**src/rtl/seg7_bcd_sched.sv**
```systemverilog
// seg7_bcd_sched: one shift-add-3 binary-to-BCD converter shared round-robin
// among NREQ requesters. A granted operand is converted one bit per clock and
// the packed BCD digits plus the winner's index are presented to the digit bus.
//
// Ports:
//   CLOCK_50  in   system clock, rising edge
//   rst       in   asynchronous reset, active-high
//   req       in   level request per requester
//   bin_in    in   operands, requester i uses bits [i*W +: W]
//   gnt       out  one-hot 1-cycle pulse when requester i's operand is latched
//   busy      out  conversion in progress
//   done      out  1-cycle pulse when bcd_out/src_id are updated
//   src_id    out  requester index of the result on bcd_out
//   bcd_out   out  packed BCD digits, ones in [3:0]
module seg7_bcd_sched #(
    parameter int unsigned NREQ   = 2,
    parameter int unsigned W      = 8,
    parameter int unsigned DIGITS = 3
) (
    input  logic                  CLOCK_50,
    input  logic                  rst,
    input  logic [NREQ-1:0]       req,
    input  logic [NREQ*W-1:0]     bin_in,
    output logic [NREQ-1:0]       gnt,
    output logic                  busy,
    output logic                  done,
    output logic [2:0]            src_id,
    output logic [DIGITS*4-1:0]   bcd_out
);

    localparam int unsigned BW = DIGITS * 4;
    localparam int unsigned CW = $clog2(W + 1);

    typedef enum logic [1:0] {
        S_IDLE   = 2'd0,
        S_SHIFT  = 2'd1,
        S_FINISH = 2'd2
    } state_t;

    state_t          r_state;
    state_t          w_state_nxt;

    logic [W-1:0]    r_shreg;
    logic [BW-1:0]   r_acc;
    logic [CW-1:0]   r_cnt;
    logic [2:0]      r_ptr;
    logic [NREQ-1:0] r_gnt;
    logic            r_busy;
    logic            r_done;
    logic [2:0]      r_src;
    logic [BW-1:0]   r_bcd;

    logic            w_found;
    logic [2:0]      w_win;
    logic [W-1:0]    w_op;
    logic            w_grant;
    logic [NREQ-1:0] w_gnt_nxt;
    logic            w_busy_nxt;
    logic            w_done_nxt;
    logic [BW-1:0]   w_acc_adj;

    // Round-robin arbiter: search starts just after the last winner.
    always_comb begin
        w_found = 1'b0;
        w_win   = 3'd0;
        for (int unsigned k = 1; k <= NREQ; k++) begin
            for (int unsigned i = 0; i < NREQ; i++) begin
                if (!w_found && req[i] && (i == (32'(r_ptr) + k) % NREQ)) begin
                    w_found = 1'b1;
                    w_win   = 3'(i);
                end
            end
        end
    end

    // Operand slice of the current winner.
    always_comb begin
        w_op = '0;
        for (int unsigned i = 0; i < NREQ; i++) begin
            if (i == 32'(w_win)) begin
                w_op = bin_in[i*W +: W];
            end
        end
    end

    // Add-3 correction on every digit that would overflow past 9 after doubling.
    always_comb begin
        w_acc_adj = r_acc;
        for (int unsigned d = 0; d < DIGITS; d++) begin
            if (r_acc[d*4 +: 4] >= 4'd5) begin
                w_acc_adj[d*4 +: 4] = r_acc[d*4 +: 4] + 4'd3;
            end
        end
    end

    // State register.
    always_ff @(posedge CLOCK_50 or posedge rst) begin
        if (rst) begin
            r_state <= S_IDLE;
        end else begin
            r_state <= w_state_nxt;
        end
    end

    // Next-state logic.
    always_comb begin
        w_state_nxt = r_state;
        case (r_state)
            S_IDLE:   if (w_found) w_state_nxt = S_SHIFT;
            S_SHIFT:  if (r_cnt == CW'(W - 1)) w_state_nxt = S_FINISH;
            S_FINISH: w_state_nxt = S_IDLE;
            default:  w_state_nxt = S_IDLE;
        endcase
    end

    // Output logic: next values of the registered handshake outputs.
    always_comb begin
        w_grant    = 1'b0;
        w_gnt_nxt  = '0;
        w_busy_nxt = 1'b0;
        w_done_nxt = 1'b0;
        case (r_state)
            S_IDLE: begin
                w_grant    = w_found;
                w_busy_nxt = w_found;
            end
            S_SHIFT:  w_busy_nxt = 1'b1;
            S_FINISH: w_done_nxt = 1'b1;
            default:  w_busy_nxt = 1'b0;
        endcase
        for (int unsigned i = 0; i < NREQ; i++) begin
            w_gnt_nxt[i] = w_grant && (i == 32'(w_win));
        end
    end

    // Datapath and output registers.
    always_ff @(posedge CLOCK_50 or posedge rst) begin
        if (rst) begin
            r_shreg <= '0;
            r_acc   <= '0;
            r_cnt   <= '0;
            r_ptr   <= 3'(NREQ - 1);
            r_gnt   <= '0;
            r_busy  <= 1'b0;
            r_done  <= 1'b0;
            r_src   <= 3'd0;
            r_bcd   <= '0;
        end else begin
            r_gnt  <= w_gnt_nxt;
            r_busy <= w_busy_nxt;
            r_done <= w_done_nxt;
            if (w_grant) begin
                r_shreg <= w_op;
                r_acc   <= '0;
                r_cnt   <= '0;
                r_ptr   <= w_win;
            end
            if (r_state == S_SHIFT) begin
                // Top digit cannot carry out when 10**DIGITS > 2**W-1.
                r_acc   <= BW'({w_acc_adj, r_shreg[W-1]});
                r_shreg <= r_shreg << 1;
                r_cnt   <= r_cnt + CW'(1);
            end
            if (r_state == S_FINISH) begin
                r_bcd <= r_acc;
                r_src <= r_ptr;
            end
        end
    end

    assign gnt     = r_gnt;
    assign busy    = r_busy;
    assign done    = r_done;
    assign src_id  = r_src;
    assign bcd_out = r_bcd;

endmodule

```
**config.mk**
```make
export PLATFORM = sky130hd
export DESIGN_NAME = seg7_bcd_sched
export DESIGN_NICKNAME = d
export VERILOG_FILES = /design/src/rtl/seg7_bcd_sched.sv
export SDC_FILE = /design/constraint.sdc
export NUM_CORES = 1
export LEC_CHECK = 0
export ABC_AREA = 0
export BUFFER_PORTS_ARGS = -buffer_cell sky130_fd_sc_hd__buf_4
export CAP_MARGIN = 20
export CORE_ASPECT_RATIO = 1.1
export CORE_MARGIN = 1
export CORE_UTILIZATION = 58
export DETAILED_ROUTE_END_ITERATION = 16
export GPL_TIMING_DRIVEN = 0
export MAX_ROUTING_LAYER = met4
export PLACE_DENSITY = 0.91
export SYNTH_ARGS = -nofsm -noshare
export SYNTH_HDL_FRONTEND = slang
export SYNTH_SLANG_ARGS = --single-unit
```
**constraint.sdc**
```tcl
create_clock -name CLOCK_50 -period 3.67 [get_ports CLOCK_50]
set_clock_uncertainty 0.1 [all_clocks]
set_input_delay 0.1835 -clock CLOCK_50 [delete_from_list [all_inputs] [get_ports CLOCK_50]]
set_output_delay 0.1835 -clock CLOCK_50 [all_outputs]
set_load 0.03 [all_outputs]
```
* After elaboration in Yosys (flattened, before gate mapping)
Cells that the tools add are included.
Cells by class: $add $sub $neg 6, $lt $le $gt $ge 3, eq/ne operators 6, muxes and demuxes 24, reductions and logical operators 18
Operators with widths (count):
- $logic_not 32->1 | 2
- $mux 8 | 4
- $mux 12 | 2
- $mux 4 | 4
- $ge 4x3->1 const B | 3
- $logic_and 1x1->1 | 9
- $mux 3 | 3
- $add 4x2->4 const B | 2
- $mux 1 | 7
- $add 4x1->4 const B | 1
- $eq 4x3->1 const B | 1
- $mux 2 | 2
- $ne 2x2->1 const B | 2
- $pmux 2 s2 | 1
- $add 3x2->3 const B | 1
- $eq 1x3->1 const A | 1
- $logic_not 1->1 | 3
- $logic_not 3->1 | 1
- $add 1x1->1 const B | 2
- $eq 2x1->1 const B | 1
- $eq 2x2->1 const B | 1
- $logic_not 2->1 | 1
- $pmux 1 s2 | 1
- $reduce_and 2->1 | 1
- $reduce_bool 2->1 | 1
Storage, ports and cells: register bits 48, input bits 20, word-level logic and storage cells 67

* Logic depth before layout (Yosys ltp)
word-level depth 21, gate-level depth with buffers 6

* Worst setup path before layout
Ideal clock, no wire load.
path type reg2reg, from register r_acc[4], to register r_acc[5], library setup time 128 ps, data arrival time 1204 ps, data required time 3442 ps, slack 2238 ps, stages on the path, launching flop included 7, buffers on the path 0, period minus slack after synthesis 1432 ps, path through dfrtp_1 > inv_1 > ha_1 > nand2b_1 > a21oi_1 > xnor2_1 > o22ai_1
On the way: longest elaborated chain between the ends 3
Ends and longest elaborated chain:
- from (decl) | RTL line 44 | logic [BW-1:0] r_acc;
- from (signal assigned) | RTL line 160 | r_acc <= BW'({w_acc_adj, r_shreg[W-1]});
- $add 4x2->4 / $ge 4x3->1 (equally long branches) | RTL line 91, 90
- $mux 4 (*) | RTL line 90 | if (r_acc[d*4 +: 4] >= 4'd5) begin
- $mux 12 (*) | RTL line 158 | if (r_state == S_SHIFT) begin
Mark *: on every way between the ends. The rest lies on a longest branch, timed or not. A chain may end at the register's enable or synchronous reset.

* Worst setup path after layout
from register r_state[0], to register r_shreg[2]
On the way: longest elaborated chain between the ends 3
Ends and longest elaborated chain:
- from (decl) | RTL line 40 | state_t r_state;
- from (signal assigned) | RTL line 101 | r_state <= w_state_nxt;
- $logic_not 2->1 | RTL line 122 | case (r_state)
- $mux 1 | RTL line 122
- $reduce_bool 2->1 (no line)
- to (signal assigned) | RTL line 153 | r_shreg <= w_op;
- to (signal assigned) | RTL line 161 | r_shreg <= r_shreg << 1;
- to (decl) | RTL line 43 | logic [W-1:0] r_shreg;
Parallel ways exist; a longest one is shown, timed or not.

==> results by group <==
Outcome
  – Status: finished, violations left
  – Failing checks: design-rule violations

Global route
  – Initial antenna violation count: 0
  – GR Util All Layers: 29.5%
  – Total grt overflow: 0
  – First-pass GRT wire length: 7.66 mm
  – Vias in the first global route: 1632
  – Maximum number of pins on one net before global-route repair: 45

Setup path
  – Critical path startpoint category: flop
  – Critical path data arrival time: 2280 ps
  – Worst EP required: 3820 ps
  – CP Class: reg -> reg
  – Worst Setup SP: r_state[0]
  – Worst reg2reg path startpoint: r_state[0]
  – CP endpoint kind: flop
  – Critical Path Fanout Max: 10

STA
  – RSZ-0062 raised after global routing: no
  – # setup viols final: 0
  – Final worst path period share: 58.0%
  – Slew Viols, Final: 0
  – Maximum clock frequency: 470 MHz
  – Slew @ Worst Pin: 865 ps
  – Fin Setup TNS: 0 ps
  – Hold Vio Cnt, Final: 0
  – Slew margin rel.: 42.3%
  – Crit path time final: 2130 ps

Die
  – Std-Cell Rows: 21
  – Die X: 57.6 um
  – Initial Utilization: 63.0%
  – Die Ht: 63.1 um
  – IO Count: 39
  – DIE AREA: 0.00364 mm2
  – Core Region: 0.00313 mm2

Cells and area
  – Final instance area: 0.00250 mm2
  – Reg area: 0.00110 mm2
  – P&R area growth vs syn: 27.0%
  – Layout cells sized above 1: 25.7%
  – ANT cells: 0
  – Multi-input logic area: 759 um2
  – Fillers: 192
  – Fin nets: 268

Route
  – Post-DRT Antenna Nets: 0
  – DRC Markers: 4
  – Vias per cell: 5.80
  – Pre-antenna DRT Iters: 10
  – Vias: 1594
  – Initial DRC Count: 92
  – Wirelength per Cell: 16.8 um
  – Drt total wl: 4.61 mm

Clocking
  – Clock sink count: 44
  – Clock buffer depth: 2
  – Reg clk slew, reported paths: 120 ps
  – Worst-skew pair later-pin latency: 360 ps
  – CTS root buffer: clkbuf_4
  – TritonCTS clock tree: done
  – CTS buffer count: 5
  – H-tree depth: 2

Synthesis
  – Syn avg cell area: 10.9 um2
  – Sequential fraction of the synthesis area: 55.9%
  – Synth warn: 0
  – Cells after Synth: 180
  – Post-Synthesis Cell Area: 0.00197 mm2
  – Synth cell types: 34
  – Synthesized flop and latch total: 44

Power and ir drop
  – Comb pwr share: 46.2%
  – Internal Power: 1120 uW
  – Sw power: 746 uW
  – Reg power frac: 42.0%
  – Clock power frac: 11.8%
  – LEAKAGE: 0.00124 uW
  – VDD IR max: 0.000372 V
  – Power density cells: 744 mW/mm2
  – Total power: 1860 uW
  – Switching share of power: 40.1%

Job
  – Total of max-cap violations: 0

Placed design
  – Buffers added on ports: 36
  – Placement Cell Area: 0.00229 mm2
  – Routability Congestion: 0.875
  – Detailed-placement wirelength estimate: 2.62 mm

Min path
  – Worst Hold Class: in -> reg
  – Hold path start: req[1]
==> layout make-up <==
cell class / count / share of cell area [%]
Clock inverter: 1 / 0.200
Tap cell: 34 / 1.70
Multi-Input combinational cell: 116 / 30.3
Clock buffer: 6 / 1.65
Sequential cell: 44 / 44.0
Inverter: 9 / 1.40
Timing Repair Buffer: 53 / 17.6
Buffer: 12 / 3.10
==> critical path: stages, from the launching register on <==
cell and delay [ps]:
dfrtp_1 420, nor3_1 70, or2_1 210, buf_6 130, buf_6 130, a22oi_1 270
nand2_1 110, dlygate4sd3_1 570
==> cells by family (layout without fill, tap and decap cells) <==
logic type               Yosys count  in the layout  synth area share [%]
multiplexers                       7              7                  4.00
flip-flops                        44             44                  55.9
AO/OA/AOI/OAI                     48             48                  16.4
buffers and inverters             21             81                  5.71
adder cells (fa/ha/maj)            7              7                  4.44
XOR/XNOR                           4              4                  1.78
AND/OR/NAND/NOR                   48             48                  11.6
other                              1              2                 0.190
==> worst paths after layout <==
| check | to | slack (ps) | depth (start not counted) |
|---|---|---|---|
| max reg2reg | r_shreg[2] | 1540 | 7 |
| min in group asynchronous | r_shreg[7] | 470 | 3 |
| min | gnt[1] | 210 | 3 |
| max | r_shreg[2] | 1540 | 7 |
| max in group asynchronous | bcd_out[1] | 2470 | 3 |
| min reg2reg | bcd_out[5] | 400 | 2 |
==> through the flow <==
stage	cells	util [%]	worst slack [ps]	hold WS, ps
3_5_place_dp	251	73.1	2070	308
6_report	275	80.1	1540	211
3_3_place_gp	251	73.1	1850	299
5_1_grt	275	80.1	1490	193
4_1_cts	275	80.1	1670	200
2_1_floorplan	181	-	2240	212
==> power by group through the flow <==
stage	Sequential [uW]	Combinational, uW	Clock (uW)
detailed placement	784	766	0
finish	783	861	220
floorplan	866	450	0
CTS	774	838	218
global placement	777	736	0
global route	803	945	243
==> synth_stat cells <==
cell type / number / area share, %
a21o_1: 1 / 0.38
a21oi_1: 4 / 1.0
a22oi_1: 15 / 5.7
a32o_1: 3 / 1.5
and2_1: 1 / 0.32
and3_1: 2 / 0.63
and3b_1: 1 / 0.44
buf_2: 5 / 1.3
buf_4: 3 / 1.1
buf_6: 2 / 1.1
clkbuf_1: 2 / 0.38
clkinv_2: 1 / 0.25
conb_1: 1 / 0.19
dfrtp_1: 43 / 55
dfstp_2: 1 / 1.3
ha_1: 7 / 4.4
inv_1: 8 / 1.5
mux2_2: 7 / 4.0
nand2_1: 25 / 4.8
nand2b_1: 6 / 1.9
nand3_1: 6 / 1.5
nand4_1: 1 / 0.32
nor2_1: 2 / 0.38
nor2b_1: 1 / 0.32
nor3_1: 1 / 0.25
nor3b_1: 1 / 0.38
o21ai_0: 14 / 3.6
o22ai_1: 4 / 1.3
o311ai_0: 3 / 1.3
o31ai_1: 3 / 1.1
o32ai_1: 1 / 0.44
or2_1: 1 / 0.32
xnor2_1: 3 / 1.3
xor2_1: 1 / 0.44
==> registers in the layout (all words and copies together) (netlist names), 2 cells and up <==
| register | flops |
|---|---|
| r_state | 2 |
| r_acc | 12 |
| r_cnt | 4 |
| bcd_out | 12 |
| gnt | 2 |
| r_shreg | 8 |
==> repair_timing <==
action / in CTS / in global routing
endpoints found under the hold margin: 51 / 0
buffers inserted: 0 / 0
hold buffers: 17 / 0
gates resized for setup: 0 / 0
setup endpoints to repair: 0 / 0
==> placed cells by master, fill, tap and decap left out <==
cell,n
o32ai_1,1
clkinv_2,2
mux2_2,7
xnor2_1,3
a21o_1,1
dfstp_2,1
and2_1,1
conb_1,2
nand2b_1,6
ha_1,7
buf_2,5
nor3b_1,1
nor2_1,2
nand2_1,25
inv_2,1
o21ai_0,14
xor2_1,1
a32o_1,3
nand3_1,6
dfrtp_1,43
a22oi_1,15
and3_1,2
buf_4,39
clkbuf_4,5
or2_1,1
clkbuf_1,3
o22ai_1,4
and3b_1,1
a21oi_1,4
o311ai_0,3
nand4_1,1
dlygate4sd3_1,17
buf_6,2
inv_1,7
o31ai_1,3
nor2b_1,1
nor3_1,1
==> routing by layer <==
metal,wire length (um),up-vias,GRT usage (%)
met3,253,13,5.34
met1,1790,750,33.3
met5,0,-,-
met4,114,0,14.0
li1,-,756,-
met2,2450,75,50.1
Note: power is estimated with default switching activity, not from simulation.
